===== src/rtl/uart_tx_param.sv =====
// UART transmitter with a small input FIFO, selectable parity and one or two stop bits.
// Bits are paced by an external one-cycle baud_tick; queued frames go out back-to-back.
module uart_tx_param #(
  parameter int DATA_W     = 8,
  parameter int FIFO_DEPTH = 4
) (
  input  logic                             clk,
  input  logic                             reset,
  input  logic                             baud_tick,
  input  logic [DATA_W-1:0]                s_data,
  input  logic                             s_valid,
  output logic                             s_ready,
  input  logic [1:0]                       parity_mode,
  input  logic                             stop2,
  output logic                             tx,
  output logic                             busy,
  output logic [$clog2(FIFO_DEPTH+1)-1:0]  fifo_count
);

  localparam int CW = $clog2(FIFO_DEPTH + 1);
  localparam int PW = $clog2(FIFO_DEPTH);
  localparam int BW = $clog2(DATA_W);

  typedef enum logic [2:0] {IDLE, START, DATA, PARITY, STOP} state_t;

  state_t            state;
  logic [DATA_W-1:0] mem [FIFO_DEPTH];
  logic [PW-1:0]     wr_ptr;
  logic [PW-1:0]     rd_ptr;
  logic [DATA_W-1:0] shreg;
  logic [BW-1:0]     bit_cnt;
  logic              stop_cnt;
  logic              par_en;
  logic              par_bit;
  logic              stop2_lat;
  logic              push;
  logic              pop;
  logic              not_empty;
  logic              frame_end;
  logic              launch;

  // Ready looks only at the registered count, so a full FIFO refuses a push even while popping.
  assign s_ready   = (fifo_count != CW'(FIFO_DEPTH));
  assign not_empty = (fifo_count != '0);
  assign push      = s_valid && s_ready;
  assign frame_end = (state == STOP) && (!stop2_lat || stop_cnt);
  assign launch    = baud_tick && not_empty && ((state == IDLE) || frame_end);
  assign pop       = launch;

  always_ff @(posedge clk) begin
    if (push) mem[wr_ptr] <= s_data;
  end

  always_ff @(posedge clk) begin
    if (!reset) begin
      wr_ptr     <= '0;
      rd_ptr     <= '0;
      fifo_count <= '0;
    end else begin
      if (push) wr_ptr <= wr_ptr + PW'(1);
      if (pop)  rd_ptr <= rd_ptr + PW'(1);
      if (push && !pop)
        fifo_count <= fifo_count + CW'(1);
      else if (pop && !push)
        fifo_count <= fifo_count - CW'(1);
    end
  end

  always_ff @(posedge clk) begin
    if (!reset) begin
      state     <= IDLE;
      tx        <= 1'b1;
      busy      <= 1'b0;
      shreg     <= '0;
      bit_cnt   <= '0;
      stop_cnt  <= 1'b0;
      par_en    <= 1'b0;
      par_bit   <= 1'b0;
      stop2_lat <= 1'b0;
    end else if (baud_tick) begin
      if (launch) begin
        // Frame settings are captured here and held until the next launch.
        shreg     <= mem[rd_ptr];
        par_en    <= (parity_mode == 2'b01) || (parity_mode == 2'b10);
        par_bit   <= (^mem[rd_ptr]) ^ parity_mode[1];
        stop2_lat <= stop2;
        stop_cnt  <= 1'b0;
        tx        <= 1'b0;
        busy      <= 1'b1;
        state     <= START;
      end else begin
        case (state)
          IDLE: tx <= 1'b1;
          START: begin
            tx      <= shreg[0];
            shreg   <= shreg >> 1;
            bit_cnt <= '0;
            state   <= DATA;
          end
          DATA: begin
            if (bit_cnt != BW'(DATA_W - 1)) begin
              tx      <= shreg[0];
              shreg   <= shreg >> 1;
              bit_cnt <= bit_cnt + BW'(1);
            end else if (par_en) begin
              tx    <= par_bit;
              state <= PARITY;
            end else begin
              tx       <= 1'b1;
              stop_cnt <= 1'b0;
              state    <= STOP;
            end
          end
          PARITY: begin
            tx       <= 1'b1;
            stop_cnt <= 1'b0;
            state    <= STOP;
          end
          STOP: begin
            if (!frame_end) begin
              stop_cnt <= 1'b1;
            end else begin
              tx    <= 1'b1;
              busy  <= 1'b0;
              state <= IDLE;
            end
          end
          default: state <= IDLE;
        endcase
      end
    end
  end

endmodule

===== config.mk =====
export PLATFORM = sky130hd
export DESIGN_NAME = uart_tx_param
export DESIGN_NICKNAME = d
export VERILOG_FILES = /design/src/rtl/uart_tx_param.sv
export SDC_FILE = /design/constraint.sdc
export NUM_CORES = 1
export LEC_CHECK = 0
export ABC_AREA = 0
export CORE_MARGIN = 10
export CORE_UTILIZATION = 45
export DETAILED_ROUTE_END_ITERATION = 16
export PLACE_DENSITY = 0.67
export SLEW_MARGIN = 15
export SYNTH_ARGS = -nofsm -noshare
export SYNTH_HDL_FRONTEND = slang
export SYNTH_SLANG_ARGS = --single-unit

===== constraint.sdc =====
create_clock -name clk -period 3.47 [get_ports clk]
set_input_delay 0.8675 -clock clk [delete_from_list [all_inputs] [get_ports clk]]
set_output_delay 0.8675 -clock clk [all_outputs]
set_load 0.02 [all_outputs]

==> flow_summary.json <==
{
  "die_x_um": 97.3,
  "grt_max_degree": 19,
  "drc": 0,
  "drt_wl_total_mm": 4.64,
  "reg2reg_depth": 9,
  "layout_common_cells": "edfxtp_1 (32), dfxtp_1 (29), clkdlybuf4s50_1 (20)",
  "hpwl_mm": 3.22,
  "hold_depth": 2,
  "worst-path-stages": 10,
  "ff_latch_area_mm2": 0.00154,
  "slowest_delay_ns": 0.53,
  "ys_ff_latch": 61,
  "path_max_fanout": 5,
  "cts_buffer_depth": 2,
  "cpLargestDelayFamily": "simple AND/OR/NAND/NOR gates",
  "crit_top_cell": "inv_1",
  "overflow": 0,
  "peakVddDrop_uv": 368,
  "grt_pass1_vias": 1744,
  "clk_pin_slew_ns": 0.08,
  "die_y_um": 97.3,
  "synth.avg_cell_area_um2": 12.6,
  "crit_buf_inv": 3,
  "crit_required_ns": 3.75,
  "netlist.area_leader.share_pct": 35.7,
  "path_class": "in2reg",
  "diodes": 0,
  "start_util_pct": 46.0,
  "place_area_mm2": 0.00295,
  "grt_pass1_wl_mm": 8.18,
  "cts_hold_buf": 0,
  "h-tree-depth": 3,
  "hold_violations": 0,
  "slew_viol_final": 0,
  "yosysTopAreaCell": "edfxtp_1",
  "synthCells": 213,
  "cts.repair.resized": 0,
  "yosysSeqAreaShare_pct": 57.3,
  "leakage_nw": 1.11,
  "setup_viol": 0,
  "fillers": 511,
  "drt_iter0_drc": 72,
  "finalSetupTns_ns": 0,
  "cts_tree": "yes",
  "cts-root-buf": "clkbuf_8",
  "yosys_warnings": 0,
  "multi_input_area_mm2": 0.00106,
  "nets": 260,
  "worstMarginPinSlew_ns": 0.603,
  "dieArea_mm2": 0.00947,
  "rows": 28,
  "min_path_type": "reg2reg",
  "grt_antenna_before_repair": 0,
  "crit_chain": "clkdlybuf4s50_1 > or3b_1 > a211oi_4 > inv_1 > ha_1 > inv_1 > fa_1 > xor2_1 > or3_1 > a21oi_1",
  "synth.top_cells.by_area": "edfxtp_1 (36%), dfxtp_1 (22%), mux4_1 (5.9%)",
  "fin_crit_sh_pct": 83.6,
  "cts_buffers": 9,
  "synth_flop_cell": "edfxtp_1",
  "cts_num_sinks": 61,
  "finish.instance_area_mm2": 0.00315,
  "grt_usage_pct": 10.6,
  "vias": 1655,
  "ys_async_sr_fraction_pct": 0,
  "slew_headroom_pct": 59.5,
  "maxCapViolCount": 0,
  "cp-end-kind": "flop",
  "area_delta_synth_final_pct": 17.0,
  "cellPowerDensity_mw_per_mm2": 797,
  "synth_area_mm2": 0.00269,
  "ios": 21,
  "slowest_stage": "clkdlybuf4s50_1",
  "drive_gt1_share_pct": 10.7,
  "first_pass_iters": 4,
  "crit_path_start_kind": "primary input",
  "rsz0062_at_grt": "no",
  "worst_hold_slack_ns": 0.460,
  "wl_per_cell_um": 14.6,
  "period_minus_slack_ns": 2.90,
  "synthesis.nets": 236,
  "viasPerCell": 5.22,
  "core-area_mm2": 0.00585,
  "status": "complete, no violations",
  "synth.distinct_cells": 49,
  "fin_skew_ns": 0.0126,
  "postCtsSetupBuffers": 0,
  "io_buffers": 20,
  "ant_nets": 0,
  "max_freq_ghz": 0.345,
  "clock_latency_ns": 0.34,
  "synth-edff-count": 32,
  "cp.arrival_ns": 3.18,
  "place_congestion": 0.742,
  "layout_commonest_cell": "edfxtp_1"
}
[registers in the layout, indices dropped and copies added, names as in the netlist, 2 cells and up, named ones only]
name	count
mem	32
fifo_count	3
rd_ptr	2
wr_ptr	2
bit_cnt	3
state	3
shreg	8
[final timing paths]
path | startpoint | endpoint | slack, ns
max | baud_tick | fifo_count[2] | 0.57
min | shreg[3] | shreg[3] | 0.46
max reg2reg | fifo_count[1] | fifo_count[2] | 1.06
min reg2reg | shreg[3] | shreg[3] | 0.46
[cell type report]
class | instances | area share [%]
clock buffer | 9 | 3.94
clock inverter | 7 | 2.35
inverter | 8 | 0.954
multi-input combinational | 134 | 33.7
sequential | 61 | 49.0
tap | 75 | 2.98
timing repair buffer | 23 | 7.08
[synth_stat cells (3+ instances only)]
| master | instances |
|---|---|
| edfxtp_1 | 32 |
| dfxtp_1 | 29 |
| a21oi_1 | 17 |
| nand2_1 | 16 |
| nor2_1 | 16 |
| a22oi_1 | 8 |
| ha_1 | 7 |
| inv_1 | 7 |
| mux4_1 | 6 |
| nand2b_1 | 5 |
| o21ai_0 | 5 |
| xnor2_1 | 5 |
| xor2_1 | 5 |
| and3_1 | 4 |
| clkbuf_1 | 4 |
| nand3_1 | 4 |
| mux2i_1 | 3 |
[where the power goes]
group / internal (mW) / switching (mW) / total [mW]
clock: 0.333 / 0.286 / 0.619
combinational: 0.433 / 0.433 / 0.866
sequential: 0.899 / 0.125 / 1.02
total: 1.66 / 0.844 / 2.51
[cell families after synthesis]
kind of cell,Yosys count,synth area share [%]
DFF,61,57.3
xor gates and xnor gates,12,4.70
muxes,11,8.66
adders and majority gates,8,4.00
and+or+nand+nor,60,11.3
AOI/OAI and AO/OA,43,10.8
buffers and inverters,18,3.21
[worst register-to-register path: stages, from the launching register on]
cell and delay (ns):
dfxtp_1 0.37, nor3_1 0.53, a211oi_4 0.06, inv_1 0.14
ha_1 0.19, inv_1 0.06, fa_1 0.37, xor2_1 0.17
or3_1 0.31, a21oi_1 0.15
[stage by stage]
stage	instances	setup WS [ns]	total power, mW	util (%)
2_1_floorplan	213	0.715	1.71	-
3_3_place_gp	301	0.306	1.90	50.4
3_5_place_dp	301	0.233	1.91	50.4
4_1_cts	317	0.588	2.54	53.8
5_1_grt	317	0.424	2.69	53.8
6_report	317	0.570	2.51	53.8
[layer usage]
metal / part of all wire (%) / wire length, µm / GRT usage (%)
met4: 1.4 / 63 / 5.37
met1: 48 / 2250 / 12.5
met5: 0 / 0 / 0
met2: 46 / 2140 / 16.0
met3: 4.1 / 191 / 4.41
No activity file was read; power rests on OpenSTA's default activity.
